[src/rtl/grid6_color_scanner.sv]
// grid6_color_scanner: steps 2x3-grid colourings into the edge checker.
// Define GRID6_SCAN_FIND_ALL_EN to scan the full space and count hits.
module grid6_color_scanner #(
   parameter int N_VERT     = 6,
   parameter int START_CAND = 0
) (
   input  logic              clk,
   input  logic              rst_n,
   input  logic              start_i,
   input  logic              abort_i,
   output logic [N_VERT-1:0] cand_o,
   input  logic              ok_i,
   output logic              busy_o,
   output logic              done_o,
   output logic              found_o,
   output logic [N_VERT-1:0] sol_o,
   output logic [N_VERT:0]   sol_count_o
);

   typedef enum logic [1:0] {
      IDLE = 2'd0,
      SCAN = 2'd1,
      DONE = 2'd2
   } state_t;

   localparam logic [N_VERT-1:0] LAST  = '1;
   localparam logic [N_VERT-1:0] FIRST = N_VERT'(START_CAND);

   state_t            state_q, state_d;
   logic [N_VERT-1:0] cand_q, cand_d;
   logic [N_VERT-1:0] sol_q, sol_d;
   logic              found_q, found_d;
   logic              busy_q, busy_d;
   logic              done_q, done_d;
   logic              load;
   logic              last_c;
   logic              stop_hit;
   logic              scan_end;

   assign load     = !abort_i && start_i
                     && (state_q != SCAN);
   assign last_c   = (cand_q == LAST);
`ifdef GRID6_SCAN_FIND_ALL_EN
   assign stop_hit = 1'b0;
`else
   assign stop_hit = ok_i;
`endif
   // A hit stops the scan before the terminal test is consulted.
   assign scan_end = stop_hit || last_c;

   always_ff @(posedge clk or negedge rst_n) begin
      if (!rst_n) begin
         state_q <= IDLE;
         cand_q  <= '0;
         sol_q   <= '0;
         found_q <= 1'b0;
         busy_q  <= 1'b0;
         done_q  <= 1'b0;
      end else begin
         state_q <= state_d;
         cand_q  <= cand_d;
         sol_q   <= sol_d;
         found_q <= found_d;
         busy_q  <= busy_d;
         done_q  <= done_d;
      end
   end

   always_comb begin
      state_d = state_q;
      if (abort_i) begin
         state_d = IDLE;
      end else begin
         unique case (state_q)
            IDLE: if (start_i) state_d = SCAN;
            SCAN: if (scan_end) state_d = DONE;
            DONE: if (start_i) state_d = SCAN;
            default: state_d = IDLE;
         endcase
      end
   end

   always_comb begin
      cand_d  = cand_q;
      sol_d   = sol_q;
      found_d = found_q;
      busy_d  = (state_d == SCAN);
      done_d  = (state_d == DONE);
      if (abort_i) begin
         sol_d   = '0;
         found_d = 1'b0;
      end else if (load) begin
         cand_d  = FIRST;
         sol_d   = '0;
         found_d = 1'b0;
      end else if (state_q == SCAN) begin
         if (ok_i && !found_q) begin
            sol_d   = cand_q;
            found_d = 1'b1;
         end
         if (!scan_end) begin
            cand_d = cand_q + N_VERT'(1);
         end
      end
   end

`ifdef GRID6_SCAN_FIND_ALL_EN
   logic [N_VERT:0] cnt_q, cnt_d;

   always_ff @(posedge clk or negedge rst_n) begin
      if (!rst_n) begin
         cnt_q <= '0;
      end else begin
         cnt_q <= cnt_d;
      end
   end

   always_comb begin
      cnt_d = cnt_q;
      if (abort_i || load) begin
         cnt_d = '0;
      end else if (state_q == SCAN && ok_i) begin
         cnt_d = cnt_q + (N_VERT+1)'(1);
      end
   end

   assign sol_count_o = cnt_q;
`else
   assign sol_count_o = '0;
`endif

   assign cand_o  = cand_q;
   assign sol_o   = sol_q;
   assign found_o = found_q;
   assign busy_o  = busy_q;
   assign done_o  = done_q;

endmodule

[config.mk]
export PLATFORM = sky130hd
export DESIGN_NAME = grid6_color_scanner
export DESIGN_NICKNAME = d
export VERILOG_FILES = /design/src/rtl/grid6_color_scanner.sv
export SDC_FILE = /design/constraint.sdc
export NUM_CORES = 1
export LEC_CHECK = 0
export CORE_ASPECT_RATIO = 0.8
export CORE_MARGIN = 4
export CORE_UTILIZATION = 45
export DETAILED_ROUTE_END_ITERATION = 12
export MAX_ROUTING_LAYER = met4
export PLACE_DENSITY = 0.87
export SLEW_MARGIN = 5
export SYNTH_ARGS = -nofsm -noshare
export SYNTH_HDL_FRONTEND = slang
export SYNTH_SLANG_ARGS = --single-unit
[constraint.sdc]
create_clock -name clk -period 2.1 [get_ports clk]
set_clock_uncertainty 0.15 [all_clocks]
set_input_delay 0.315 -clock clk [delete_from_list [all_inputs] [get_ports clk]]
set_output_delay 0.315 -clock clk [all_outputs]
set_load 0.005 [all_outputs]
==> reports/metrics.cfg <==
[global_route]
gr-total-overflow=0
grt_pass1_vias=641
antenna_found_initial=0
grt_max_degree=18
grt.total_usage_pct=15.20
grt_pass1_wl_um=2891

[clocking]
cts_hold_buf=0
ctsResizeCount=0
numCtsBuffers=3
cts_root_buffer=clkbuf_4
clkLatencyLatePin_ns=0.28
htree_levels=1
ctsLongestPathBuffers=2
post-cts-setup-buffer-count=0
path_clk_slew_ns=0.08
cts.sinks=17
cts_tree=yes

[sta]
period_share_pct=89.86
hold_slack_ns=0.2012
maxSlewViolCount=0
rsz0062_at_grt=false
worst_slew_pin_slew_ns=0.5841
max_slew_margin_pct=60.76
hold_violations=0
fin_setup_tns_ns=0
max_freq_mhz=529.9
setup_violations=0
finalCriticalPeriod_ns=1.887

[pwr]
p_leak_uw=0.0004653
p_per_area_nw_per_um2=544.4
peakVddDrop_mv=0.2763

[worst_setup_path]
crit_path_max_fanout=11
worstPathArrival_ns=1.91
cp-start-kind=flip-flop
cp.required_ns=2.13
path_class=flip-flop to flip-flop
cp-end-kind=flip-flop

[floorplan]
io_pins=27
die_area_um2=2727
rows=13
core-area_um2=1740
die_y_um=47.52
die_w_um=57.40
start_util_pct=50.47

[route]
routed_via_density=5.252
routedWlPerCell_um=13.77
ant_nets=0
vias=646
drt-total-wl_um=1694
drt_first_pass_iters=4
post-route-drc-count=0
drt_iter0_drc=8

[placed_design]
hpwl_um=1323
place_congestion=0.7770
io_buffer_count=19
placed_cells=119

[final_layout]
area_delta_synth_final_pct=25.21
nets=108
finalNonFillerCells=123
final_common_cell=clkdlybuf4s50_1
final_cell_mix=clkdlybuf4s50_1, dfrtp_1, conb_1
antennaDiodeCount=0
utilization_pct=63.19
drive_gt1_share_pct=17.82
multiInputGateArea_um2=392.9
regArea_um2=425.4
nFillCells=135

[synth]
yosysSeqAreaShare_pct=48.43
async_reset_ff_share_pct=100.0
netlist_instances=77
synth_flop_cell=dfrtp_1
synth_edf_count=0
yosysUniqueCellTypes=29
syn_avg_cell_area_um2=11.41
ys.warnings.count=0
syn-cell-area_um2=878.3
yosys_register_bits=17

[run_status]
status=finished, final reports clean

[worst_hold_path]
hp-class=primary input to async pin

[job]
maxCapViolCount=0

## kinds of logic after synthesis
logic type	Yosys count	synth area share [%]
buffers and inverters	11	9.402
other	1	0.4269
and+or+nand+nor	24	16.81
adders and majority gates	1	1.424
AOI/OAI and AO/OA	22	22.51
xor gates and xnor gates	1	0.9973
DFF	17	48.43
## per-layer routing
metal / global-route usage [%] / up-vias / share of wire [%]
li1: - / 316 / -
met1: 18.35 / 310 / 46
met2: 22.97 / 18 / 46
met3: 5.660 / 2 / 6.6
met4: 6.944 / 0 / 1.6
met5: - / - / 0
## cell usage after synthesis (2+ instances only)
master | instances | area share (%)
buf_4 | 7 | 6.0
o31ai_2 | 2 | 2.8
o21ai_0 | 3 | 1.7
a22o_1 | 6 | 6.0
a21oi_1 | 3 | 1.7
inv_1 | 2 | 0.86
nand2_1 | 2 | 0.86
nand3_1 | 6 | 3.4
o211ai_2 | 2 | 2.8
nand2b_1 | 2 | 1.4
nor2b_1 | 2 | 1.4
dfrtp_1 | 17 | 48
buf_6 | 2 | 2.6
nor2_1 | 6 | 2.6
## state kept, by name, summed over array words and instances (netlist names)
register,count
cand_o,6
sol_o,6
state_q,2
busy_o,1
done_o,1
found_o,1
## worst max-delay path: stages, from the launching register on
cell,delay [ns]
dfrtp_1,0.48
ha_1,0.29
nand2_1,0.11
o21ai_2,0.45
a21oi_1,0.07
a31o_2,0.23
## cell type report
| type | instances | share of cell area, % |
|---|---|---|
| timing repair buffer | 23 | 20.02 |
| tap | 22 | 2.503 |
| inverter | 2 | 0.6826 |
| sequential | 17 | 38.68 |
| clock buffer | 4 | 2.389 |
| multi-input combinational | 55 | 35.72 |
## final timing paths
kind / startpoint / endpoint / slack, ns / cells after the start
max: cand_o[0] / cand_o[5] / 0.21 / 5
min: rst_n / done_o / 0.20 / 2
max reg2reg: cand_o[0] / cand_o[5] / 0.21 / 5
min reg2reg: sol_o[3] / sol_o[3] / 0.36 / 1
max in group asynchronous: rst_n / cand_o[4] / 1.41 / 2
min in group clk: sol_o[3] / sol_o[3] / 0.36 / 1
## per-stage QoR
step	total power, µW	worst slack, ns	instance area, µm²
floorplan	410.0	0.5306	900.9
CTS	607.7	0.2184	1100
global placement	440.6	0.1545	1074
detailed placement	442.6	0.1432	1074
global route	634.1	0.01940	1100
finish	598.8	0.2129	1100
## power breakdown
part	switching, µW	internal, µW
sequential	14.9	337
combinational	41.5	42.8
clock	88.4	73.7
total	145	454
No activity file was read; power rests on OpenSTA's default activity.
